**config.mk**
```make
export PLATFORM = sky130hd
export DESIGN_NAME = dff_bank_pipe
export DESIGN_NICKNAME = d
export VERILOG_FILES = /design/src/rtl/dff_bank_pipe.sv
export SDC_FILE = /design/constraint.sdc
export NUM_CORES = 1
export LEC_CHECK = 0
export CORE_MARGIN = 2
export CORE_UTILIZATION = 40
export CTS_CLUSTER_SIZE = 20
export DETAILED_ROUTE_END_ITERATION = 10
export PLACE_DENSITY = 0.66
export SETUP_SLACK_MARGIN = 0.15
export SLEW_MARGIN = 30
export SYNTH_ARGS = -nofsm -noshare
export SYNTH_HDL_FRONTEND = slang
export SYNTH_SLANG_ARGS = --single-unit
```
**constraint.sdc**
```tcl
create_clock -name CLK -period 5.8 [get_ports CLK]
set_input_delay 1.16 -clock CLK [delete_from_list [all_inputs] [get_ports CLK]]
set_output_delay 1.16 -clock CLK [all_outputs]
set_load 0.01 [all_outputs]
```
**src/rtl/dff_bank_pipe.sv**
```systemverilog
// dff_bank_pipe: WIDTH-bit, DEPTH-stage enabled register pipeline with valid tag,
// selectable output polarity, async active-low reset and a saturating toggle
// counter on the last stage for switching-activity estimation.
module dff_bank_pipe #(
  parameter int unsigned      WIDTH   = 8,
  parameter int unsigned      DEPTH   = 2,
  parameter bit               INV_OUT = 1'b1,
  parameter logic [WIDTH-1:0] RST_VAL = '0,
  parameter int unsigned      CNT_W   = 16
) (
  input  logic             CLK,
  input  logic             RESETN,
  input  logic             EN,
  input  logic [WIDTH-1:0] D,
  input  logic             IN_VALID,
  output logic [WIDTH-1:0] Q,
  output logic             OUT_VALID,
  input  logic             TGL_CLR,
  output logic [CNT_W-1:0] TGL_CNT,
  output logic             TGL_SAT
);

  localparam int unsigned INC_W = $clog2(WIDTH + 1);
  localparam int unsigned SUM_W = (CNT_W + 1 > INC_W) ? CNT_W + 1 : INC_W;
  localparam logic [SUM_W-1:0] CNT_MAX = SUM_W'({CNT_W{1'b1}});

  logic [WIDTH-1:0] stage_q [DEPTH];
  logic [DEPTH-1:0] valid_q;
  logic [WIDTH-1:0] last_next;
  logic [WIDTH-1:0] diff;
  logic [INC_W-1:0] inc;
  logic [SUM_W-1:0] sum;
  logic [CNT_W-1:0] tgl_cnt_q;
  logic             tgl_sat_q;

  // Value the last stage would take on an enabled edge.
  generate
    if (DEPTH == 1) begin : g_last_d
      always_comb last_next = D;
    end else begin : g_last_prev
      always_comb last_next = stage_q[DEPTH-2];
    end
  endgenerate

  // Plain shift register: everything advances together on EN, otherwise holds.
  always_ff @(posedge CLK or negedge RESETN) begin
    if (!RESETN) begin
      for (int unsigned i = 0; i < DEPTH; i++) begin
        stage_q[i] <= RST_VAL;
      end
      valid_q <= '0;
    end else if (EN) begin
      stage_q[0] <= D;
      valid_q[0] <= IN_VALID;
      for (int unsigned i = 1; i < DEPTH; i++) begin
        stage_q[i] <= stage_q[i-1];
        valid_q[i] <= valid_q[i-1];
      end
    end
  end

  // Popcount of last-stage bits about to flip, and the widened running sum.
  always_comb begin
    diff = EN ? (last_next ^ stage_q[DEPTH-1]) : '0;
    inc  = '0;
    for (int unsigned i = 0; i < WIDTH; i++) begin
      inc = inc + INC_W'(diff[i]);
    end
    sum = SUM_W'(tgl_cnt_q) + SUM_W'(inc);
  end

  // Saturating toggle counter; clear has priority over any increment.
  always_ff @(posedge CLK or negedge RESETN) begin
    if (!RESETN) begin
      tgl_cnt_q <= '0;
      tgl_sat_q <= 1'b0;
    end else if (TGL_CLR) begin
      tgl_cnt_q <= '0;
      tgl_sat_q <= 1'b0;
    end else if (sum > CNT_MAX) begin
      tgl_cnt_q <= '1;
      tgl_sat_q <= 1'b1;
    end else begin
      tgl_cnt_q <= sum[CNT_W-1:0];
    end
  end

  // Counting uses stored polarity; the inversion only applies at the pin.
  assign Q         = INV_OUT ? ~stage_q[DEPTH-1] : stage_q[DEPTH-1];
  assign OUT_VALID = valid_q[DEPTH-1];
  assign TGL_CNT   = tgl_cnt_q;
  assign TGL_SAT   = tgl_sat_q;

endmodule

```
==> impl_metrics.ini, run 1 <==
[critical_path]
reg2reg_slack_ns = 1.47
critical_path_arrival_ns = 5.36
crit_path_end_kind = flop
r2r_end = TGL_CNT[13]$_DFF_PN0_
critical_path.startpoint_type = input pin
worstReg2RegStart = stage_q[0]$_DFFE_PN0P_
worstSetupPathType = in2reg
cp_data_required_time_ns = 5.93
rr_worst_depth = 13
critPathMaxFanout = 8

[clock_network]
ctsHtreeMaxLevel = 2
tritoncts.num_buffers = 5
clock_path_buffers = 2
tritoncts = done
root_driver = clkbuf_8
clk_pin_slew_worst_paths_ns = 0.06
clock_sinks = 35
cts_post_setup_buffers_inserted = 0
worst_skew_pair.late_latency_ns = 0.28

[cells_and_area]
layout.cells.non_filler = 269
flow.area_growth_from_synthesis_pct = 27.84
n_antenna_cell = 0
design.final.nets = 242
ratio_of_cells_with_drive_above_1_in_the_final_layout = 0.1152

[yosys]
postSynth.asyncResetShare = 1.000
synth-seq-area-share = 0.4707
yosysWarningCount = 0
postSynth.topFlopCell = dfrtp_1
yosys.area.top_type_share = 0.4707
synth.ff_latch_count = 35
syn-cell-area_mm2 = 0.001861
synth.top_cells.by_count = dfrtp_1 (35), nand2_1 (15), a21oi_1 (12), inv_1 (12), o21ai_0 (12)
yosys.cell_count.top_type = dfrtp_1
post_synth_main_area_contributors = dfrtp_1 (47%), mux2_2 (6.1%), fa_1 (5.4%), xor2_1 (4.7%), ha_1 (4.0%)
postSynthNetCount = 201
syn-instance-count = 177
synth_edf_count = 0
synth_largest_area_cell = dfrtp_1
post_syn_area_per_cell_um2 = 10.51
synth.distinct_cells = 34

[sta]
period_utilization_post_route = 0.9021
setup-violations-final = 0
timing.max_slew.rel_slack = 0.5747
fin_worst_skew_ns = 0.004135
max_slew.worst_pin.slew_ns = 0.6359
maxClockFrequency_ghz = 0.1911
fin_setup_tns_ns = 0
hold_ws_ns = 0.5080
final-hold-violation-count = 0
unrepaired_setup_endpoints_after_global_routing = no
final_slew_violations = 0
timing.final.crit_period_ns = 5.232

[detailed_routing]
routed_via_density = 5.212
drt_drc_violations_left = 0
ant_nets = 0
drt_iter0_drc = 62
drt_wl_total_um = 3521
via_count_of_the_routed_design = 1402
wl_per_cell_um = 13.09
drtPass1Iterations = 4

[global_routing]
global_route.overflow_total = 0
gr-usage-all-layers = 0.1507
wire_length_of_the_first_global_routing_pass_um = 6161
largest_net_degree_at_the_start_of_global_routing = 36
first_global_vias = 1358
number_of_antenna_violations_at_the_first_check_in_global_routing = 0

[placement]
place.detailed.hpwl_um = 2601
gp_congestion = 0.7556
port_buffers = 38
cell_total_after_placement = 263

[power]
p_leak_nw = 1.034
intPower_uw = 481.6
power_switching_share = 0.3156
max-vdd-ir-drop_uv = 163.6
seq_power_share = 0.412
power.density_mw_per_mm2 = 295.9
netSwitchingPower_uw = 222.1
power.share.combinational = 0.363
clock_power_share = 0.225
power.total_uw = 703.8

[worst_hold_path]
hp-class = reg2reg
hp-start = valid_q[0]$_DFFE_PN0P_
hold_path_depth = 1
min_to = valid_q[1]$_DFFE_PN0P_

[die]
die_height_um = 72.20
placeableCoreArea_mm2 = 0.004414
placement_rows = 24
floorplan.initialDensity = 0.4215
io_pins = 39
die_area_mm2 = 0.005213
die_width_um = 72.20

[status]
outcome = completed

[flow_run]
drv_cap = 0
layout by cell type, fill, tap and decap left out, types with 3 or more instances in the layout:
master	count
a21oi_1	12
a31oi_1	6
and2_1	6
buf_4	3
clkbuf_8	5
clkdlybuf4s50_1	38
dfrtp_1	35
fa_1	5
ha_1	6
inv_1	12
mux2_2	10
nand2_1	15
nand3_1	5
nor2_1	5
o21ai_0	12
or3_1	3
xnor2_1	4
xor2_1	10
power groups by stage:
stage | Combinational, mW | Sequential, mW | Clock, mW
after floorplan | 0.170 | 0.296 | 0
after global routing | 0.301 | 0.293 | 0.178
after CTS | 0.258 | 0.290 | 0.166
after global placement | 0.257 | 0.295 | 0
after detailed placement | 0.258 | 0.294 | 0
final | 0.256 | 0.290 | 0.158
worst max path at each step:
stage | from | endpoint
after CTS | EN | TGL_CNT[13]$_DFF_PN0_
after detailed placement | EN | TGL_CNT[13]$_DFF_PN0_
final | EN | TGL_CNT[13]$_DFF_PN0_
after global routing | EN | TGL_CNT[13]$_DFF_PN0_
after floorplan | EN | TGL_CNT[13]$_DFF_PN0_
after global placement | EN | TGL_CNT[13]$_DFF_PN0_
critical path, cell delays in order:
cell,delay (ns)
clkdlybuf4s50_1,0.53
and2_1,0.21
fa_1,0.49
inv_1,0.05
fa_1,0.53
inv_1,0.06
fa_1,0.50
fa_1,0.47
fa_1,0.45
a211oi_2,0.37
nor3_2,0.15
nand2_1,0.26
a31oi_1,0.14
through the flow:
stage               setup WS (ns)  utilization  area, um2
detailed placement         0.1146       0.5213       2301
CTS                        0.4134       0.5377       2374
global placement           0.1883       0.5213       2301
finish                     0.5679       0.5388       2379
global route               0.3267       0.5388       2379
floorplan                  0.6579            -       1861
area by class of cell:
class / instances / area, um2
Fill cell: 402 / 2036
Multi-Input combinational cell: 123 / 917.1
Sequential cell: 35 / 875.8
Timing Repair Buffer: 41 / 402.9
Clock buffer: 6 / 72.57
Tap cell: 52 / 65.06
Inverter: 12 / 45.04
logic make-up after synthesis:
| group | after synthesis | share of synthesized area |
|---|---|---|
| AND/OR/NAND/NOR | 50 | 0.1520 |
| AO/OA/AOI/OAI | 38 | 0.1177 |
| flip-flops | 35 | 0.4707 |
| buffers and inverters | 19 | 0.03900 |
| XOR/XNOR | 14 | 0.06590 |
| adder cells (fa/ha/maj) | 11 | 0.09415 |
| multiplexers | 10 | 0.06053 |
metal layers:
layer | part of all wire | global-route usage | wire length (um) | vias up
li1 | - | - | - | 695
met1 | 0.49 | 0.2069 | 1718 | 667
met2 | 0.45 | 0.2304 | 1573 | 34
met3 | 0.046 | 0.03056 | 162 | 6
met4 | 0.019 | 0.06918 | 67 | 0
met5 | 0 | 0 | 0 | -
sequential cells by signal, indices dropped and copies added (netlist names):
name	count
TGL_SAT	1
valid_q	2
last_next	8
stage_q	8
TGL_CNT	16
what timing repair did:
item / in CTS / in global routing
resized for setup: 0 / 1
hold buffers: 0 / 0
setup endpoints to repair: 0 / 1
Note: power is estimated with default switching activity, not from simulation.
==> run 2: changes to the inputs <==
--- a/config.mk
+++ b/config.mk
@@ -6,10 +6,11 @@
 export NUM_CORES = 1
 export LEC_CHECK = 0
 export CORE_MARGIN = 2
-export CORE_UTILIZATION = 40
+export CORE_UTILIZATION = 44
 export CTS_CLUSTER_SIZE = 20
 export DETAILED_ROUTE_END_ITERATION = 10
-export PLACE_DENSITY = 0.66
+export GPL_TIMING_DRIVEN = 0
+export PLACE_DENSITY = 0.71
 export SETUP_SLACK_MARGIN = 0.15
 export SLEW_MARGIN = 30
 export SYNTH_ARGS = -nofsm -noshare
==> run 2 against run 1 <==
Register-to-register slack worse by 0.25 ns. Cell area is 1.3% higher. Setup slack worse by 0.068 ns. Worst hold slack better by 0.0015 ns. Sequential power hardly changed. Clock-buffer cell count stayed put. Via count is 1.8% higher. First-iteration DRC count is 60% higher. Cell count is 0.74% higher. Combinational power is 2% higher. Maximum frequency is 1.3% lower.
==> impl_metrics.ini, run 2 (synthesis results as in run 1) <==
[power]
max-vdd-ir-drop_uv = 167.2
intPower_uw = 527.9
p_leak_nw = 1.048
seq_power_share = 0.380
netSwitchingPower_uw = 234.0
power.share.combinational = 0.341
power.density_mw_per_mm2 = 316.3
clock_power_share = 0.279
power_switching_share = 0.3071

[die]
floorplan.initialDensity = 0.4618
placeableCoreArea_mm2 = 0.004029
die_area_mm2 = 0.004764
io_pins = 39
die_width_um = 69.03
placement_rows = 23
die_height_um = 69.03

[detailed_routing]
drt_iter0_drc = 99
drtPass1Iterations = 4
via_count_of_the_routed_design = 1427
wl_per_cell_um = 13.66
ant_nets = 0
drt_wl_total_um = 3702
drt_drc_violations_left = 0
routed_via_density = 5.266

[critical_path]
cp_data_required_time_ns = 5.95
critPathMaxFanout = 10
crit_path_end_kind = flop
worstSetupPathType = in2reg
startpoint = EN
worstReg2RegStart = stage_q[0]$_DFFE_PN0P_
critical_path_arrival_ns = 5.45
critical_path.startpoint_type = input pin

[cells_and_area]
design.final.nets = 245
most-common-layout-cells = dfrtp_1 (35), clkdlybuf4s50_1 (35), nand2_1 (15)
n_antenna_cell = 0
largest_register_ff_count = 16
flow.area_growth_from_synthesis_pct = 29.46
ratio_of_cells_with_drive_above_1_in_the_final_layout = 0.1131

[sta]
postLayoutSetupSlackWorst_ns = 0.5003
unrepaired_setup_endpoints_after_global_routing = no
fin_worst_skew_ns = 0.009596
timing.final.crit_period_ns = 5.300
fin_setup_tns_ns = 0
max_slew.worst_pin.slew_ns = 0.5448
final_slew_violations = 0
timing.max_slew.rel_slack = 0.6346
period_utilization_post_route = 0.9137
final-hold-violation-count = 0
setup-violations-final = 0
maxClockFrequency_ghz = 0.1887

[clock_network]
clock_sinks = 35
tritoncts = done
ctsHtreeMaxLevel = 2
tritoncts.num_buffers = 5
worst_skew_pair.late_latency_ns = 0.29
clk_pin_slew_worst_paths_ns = 0.07
post_cts.resized_instances = 0
cts_post_setup_buffers_inserted = 0
clock_path_buffers = 2
cts.hold.buffers_added = 0
root_driver = clkbuf_8

[global_routing]
global_route.overflow_total = 0
wire_length_of_the_first_global_routing_pass_um = 6423
number_of_antenna_violations_at_the_first_check_in_global_routing = 0
gr-usage-all-layers = 0.1668
largest_net_degree_at_the_start_of_global_routing = 19
first_global_vias = 1405

[worst_hold_path]
hp-class = reg2reg
hp-start = valid_q[0]$_DFFE_PN0P_

[placement]
place.detailed.hpwl_um = 2697
post_placement_worst_setup_slack_ns = 0.1821
port_buffers = 36
gp_congestion = 0.7999

[status]
outcome = completed

[flow_run]
drv_cap = 0
==> run 2: stage by stage <==
step | total power, mW | utilization | instances | instance area, um2 | hold WS, ns
6_report | 0.7619 | 0.5978 | 271 | 2409 | 0.5095
5_1_grt | 0.8110 | 0.5978 | 271 | 2409 | 0.5319
4_1_cts | 0.7717 | 0.5978 | 271 | 2409 | 0.5111
3_5_place_dp | 0.5545 | 0.5724 | 264 | 2306 | 0.4924
3_3_place_gp | 0.5456 | 0.5668 | 263 | 2283 | 0.4879
2_1_floorplan | 0.4663 | - | 177 | 1861 | 0.4750
==> run 2: per-layer routing <==
layer	GRT usage	share of wire	up-vias
met5	0	0	-
met4	0.08497	0.023	0
met3	0.03363	0.032	7
met2	0.2468	0.45	29
met1	0.2318	0.49	691
li1	-	-	700
==> run 2: layout make-up <==
type,instances,area (um2)
fill,353,1620
multi-input combinational,123,912.1
sequential,35,875.8
timing repair buffer,37,382.9
clock buffer,6,72.57
tap,50,62.56
inverter,12,45.04
clock inverter,1,30.03
buffer,7,27.53
==> run 2: power groups by stage <==
stage | Sequential [mW] | Combinational [mW] | Clock [mW]
detailed placement | 0.294 | 0.261 | 0
floorplan | 0.296 | 0.170 | 0
CTS | 0.289 | 0.265 | 0.217
global route | 0.292 | 0.293 | 0.226
finish | 0.289 | 0.260 | 0.213
global placement | 0.293 | 0.252 | 0
==> run 2: worst max-delay path: stages <==
cell and delay, ns:
clkbuf_1 0.16, clkbuf_1 0.23, and2_1 0.20, fa_1 0.51, inv_1 0.06, fa_1 0.53
inv_1 0.06, fa_1 0.50, fa_1 0.46, fa_1 0.44, a211oi_1 0.53, nor3_2 0.19
nand2_1 0.28, a31oi_1 0.14
==> run 2: final timing paths <==
path | to | slack [ns] | cells past startpoint
setup / recovery | TGL_CNT[7]$_DFF_PN0_ | 0.50 | 14
hold reg to reg | valid_q[0]$_DFFE_PN0P_ | 0.51 | 1
setup reg to reg | TGL_CNT[7]$_DFF_PN0_ | 1.22 | 13
min in group asynchronous | TGL_CNT[9]$_DFF_PN0_ | 0.82 | 1
hold / removal | valid_q[0]$_DFFE_PN0P_ | 0.51 | 1
max in group asynchronous | TGL_CNT[2]$_DFF_PN0_ | 4.53 | 2
==> run 3: changes to the inputs <==
--- a/config.mk
+++ b/config.mk
@@ -7,10 +7,11 @@
 export LEC_CHECK = 0
 export CORE_MARGIN = 2
 export CORE_UTILIZATION = 44
+export CTS_CLUSTER_DIAMETER = 60
 export CTS_CLUSTER_SIZE = 20
 export DETAILED_ROUTE_END_ITERATION = 10
 export GPL_TIMING_DRIVEN = 0
-export PLACE_DENSITY = 0.71
+export PLACE_DENSITY = 0.74
 export SETUP_SLACK_MARGIN = 0.15
 export SLEW_MARGIN = 30
 export SYNTH_ARGS = -nofsm -noshare
==> constraint.sdc (replaced) <==
create_clock -name CLK -period 4.65 [get_ports CLK]
set_input_delay 0.93 -clock CLK [delete_from_list [all_inputs] [get_ports CLK]]
set_output_delay 0.93 -clock CLK [all_outputs]
set_load 0.01 [all_outputs]
==> run 3 against run 2 <==
Global-route usage up 1.1 points. Cell area rose by 5.2%. First-iteration DRC count down 45%.
==> impl_metrics.ini, run 3 (synthesis results as in run 1) <==
[placement]
post_placement_worst_setup_slack_ns = -0.1111
gp_congestion = 0.8354
port_buffers = 36
place.detailed.hpwl_um = 2944
post_dp_cell_area_mm2 = 0.002347

[detailed_routing]
drt_iter0_drc = 54
ant_nets = 0
via_count_of_the_routed_design = 1497
routed_via_density = 5.366
drt_drc_violations_left = 0
drt_wl_total_um = 4061
drtPass1Iterations = 4
wl_per_cell_um = 14.56

[clock_network]
ctsHtreeMaxLevel = 2
clk_pin_slew_worst_paths_ns = 0.07
tritoncts.num_buffers = 5
clock_sinks = 35
tritoncts = done
clock_path_buffers = 2
root_driver = clkbuf_8
worst_skew_pair.late_latency_ns = 0.29

[die]
placeableCoreArea_mm2 = 0.004029
die_height_um = 69.03
placement_rows = 23
die_width_um = 69.03
io_pins = 39
floorplan.initialDensity = 0.4618
die_area_mm2 = 0.004764

[cells_and_area]
final_cell_area_mm2 = 0.002534
most-common-layout-cells = dfrtp_1 (35), clkdlybuf4s50_1 (35), nand2_1 (14)
largest_register_ff_count = 16
flow.area_growth_from_synthesis_pct = 36.18
n_antenna_cell = 0
design.final.nets = 252
ratio_of_cells_with_drive_above_1_in_the_final_layout = 0.1747

[global_routing]
first_global_vias = 1450
wire_length_of_the_first_global_routing_pass_um = 6741
largest_net_degree_at_the_start_of_global_routing = 26
number_of_antenna_violations_at_the_first_check_in_global_routing = 0
gr-usage-all-layers = 0.1782
global_route.overflow_total = 0

[critical_path]
worstSetupPathType = in2reg
rr_worst_depth = 13
critical_path.startpoint_type = input pin
critPathMaxFanout = 10
crit_path_end_kind = flop
critical_path_arrival_ns = 4.63
worstReg2RegStart = last_next[2]$_DFFE_PN0P_
reg2reg_slack_ns = 0.55
r2r_end = TGL_CNT[12]$_DFF_PN0_
cp_data_required_time_ns = 4.85

[power]
intPower_uw = 752.8
power.share.combinational = 0.361
power.density_mw_per_mm2 = 422.1
clock_power_share = 0.302
netSwitchingPower_uw = 316.8
p_leak_nw = 1.127
seq_power_share = 0.336
power.total_mw = 1.070
max-vdd-ir-drop_uv = 217.2
power_switching_share = 0.2962

[sta]
max_slew.worst_pin.slew_ns = 0.7542
fin_worst_skew_ns = 0.005000
maxClockFrequency_ghz = 0.2258
timing.final.crit_period_ns = 4.430
final-hold-violation-count = 0
unrepaired_setup_endpoints_after_global_routing = no
setup-violations-final = 0
period_utilization_post_route = 0.9526
hold_ws_ns = 0.5135
postLayoutSetupSlackWorst_ns = 0.2204
timing.max_slew.rel_slack = 0.4919
final_slew_violations = 0
fin_setup_tns_ns = 0

[status]
outcome = completed

[worst_hold_path]
hp-class = in2async

[flow_run]
drv_cap = 0
run 3: layer usage:
metal | GRT usage | routed length, um
met5 | 0 | 0
met4 | 0.07407 | 27
met3 | 0.04532 | 201
met2 | 0.2756 | 2069
met1 | 0.2382 | 1762
run 3: critical path: stages:
cell      delay (ns)
clkbuf_8        0.13
buf_8           0.13
and2_4          0.13
fa_1            0.50
inv_1           0.05
fa_1            0.50
inv_1           0.06
fa_1            0.45
fa_2            0.37
fa_2            0.39
a211oi_4        0.41
nor3_4          0.13
and4b_2         0.29
nor3_1          0.17
run 3: how the worst max path moves through the flow:
stage | start | endpoint | slack, ns
final | EN | TGL_CNT[12]$_DFF_PN0_ | 0.22
after global routing | EN | TGL_CNT[12]$_DFF_PN0_ | 0.14
after CTS | EN | TGL_CNT[12]$_DFF_PN0_ | 0.18
after detailed placement | EN | TGL_CNT[12]$_DFF_PN0_ | -0.11
after global placement | EN | TGL_CNT[12]$_DFF_PN0_ | -0.06
after floorplan | EN | TGL_CNT[12]$_DFF_PN0_ | 0.16
run 3: through the flow:
| step | utilization | instances |
|---|---|---|
| 6_report | 0.6289 | 279 |
| 5_1_grt | 0.6289 | 279 |
| 4_1_cts | 0.6155 | 272 |
| 3_5_place_dp | 0.5826 | 264 |
| 3_3_place_gp | 0.5789 | 263 |
| 2_1_floorplan | - | 177 |
run 3: area by class of cell:
cell class,instances,area [um2]
clock buffer,6,72.57
multi-input combinational,123,940.9
tap,50,62.56
buffer,7,48.80
fill,340,1495
clock inverter,2,60.06
timing repair buffer,44,427.9
inverter,12,45.04
sequential,35,875.8
run 3: power by group through the flow:
stage	sequential [mW]	combinational [mW]	clock, mW
floorplan	0.369	0.230	0
global placement	0.365	0.335	0
detailed placement	0.366	0.355	0
CTS	0.360	0.360	0.333
global route	0.365	0.439	0.344
finish	0.360	0.387	0.323
run 3: what timing repair did:
| item | in CTS | in global routing |
|---|---|---|
| endpoints found under the setup margin | 0 | 14 |
| resized for setup | 0 | 1 |
| hold buffers | 0 | 0 |
| buffers inserted | 0 | 7 |
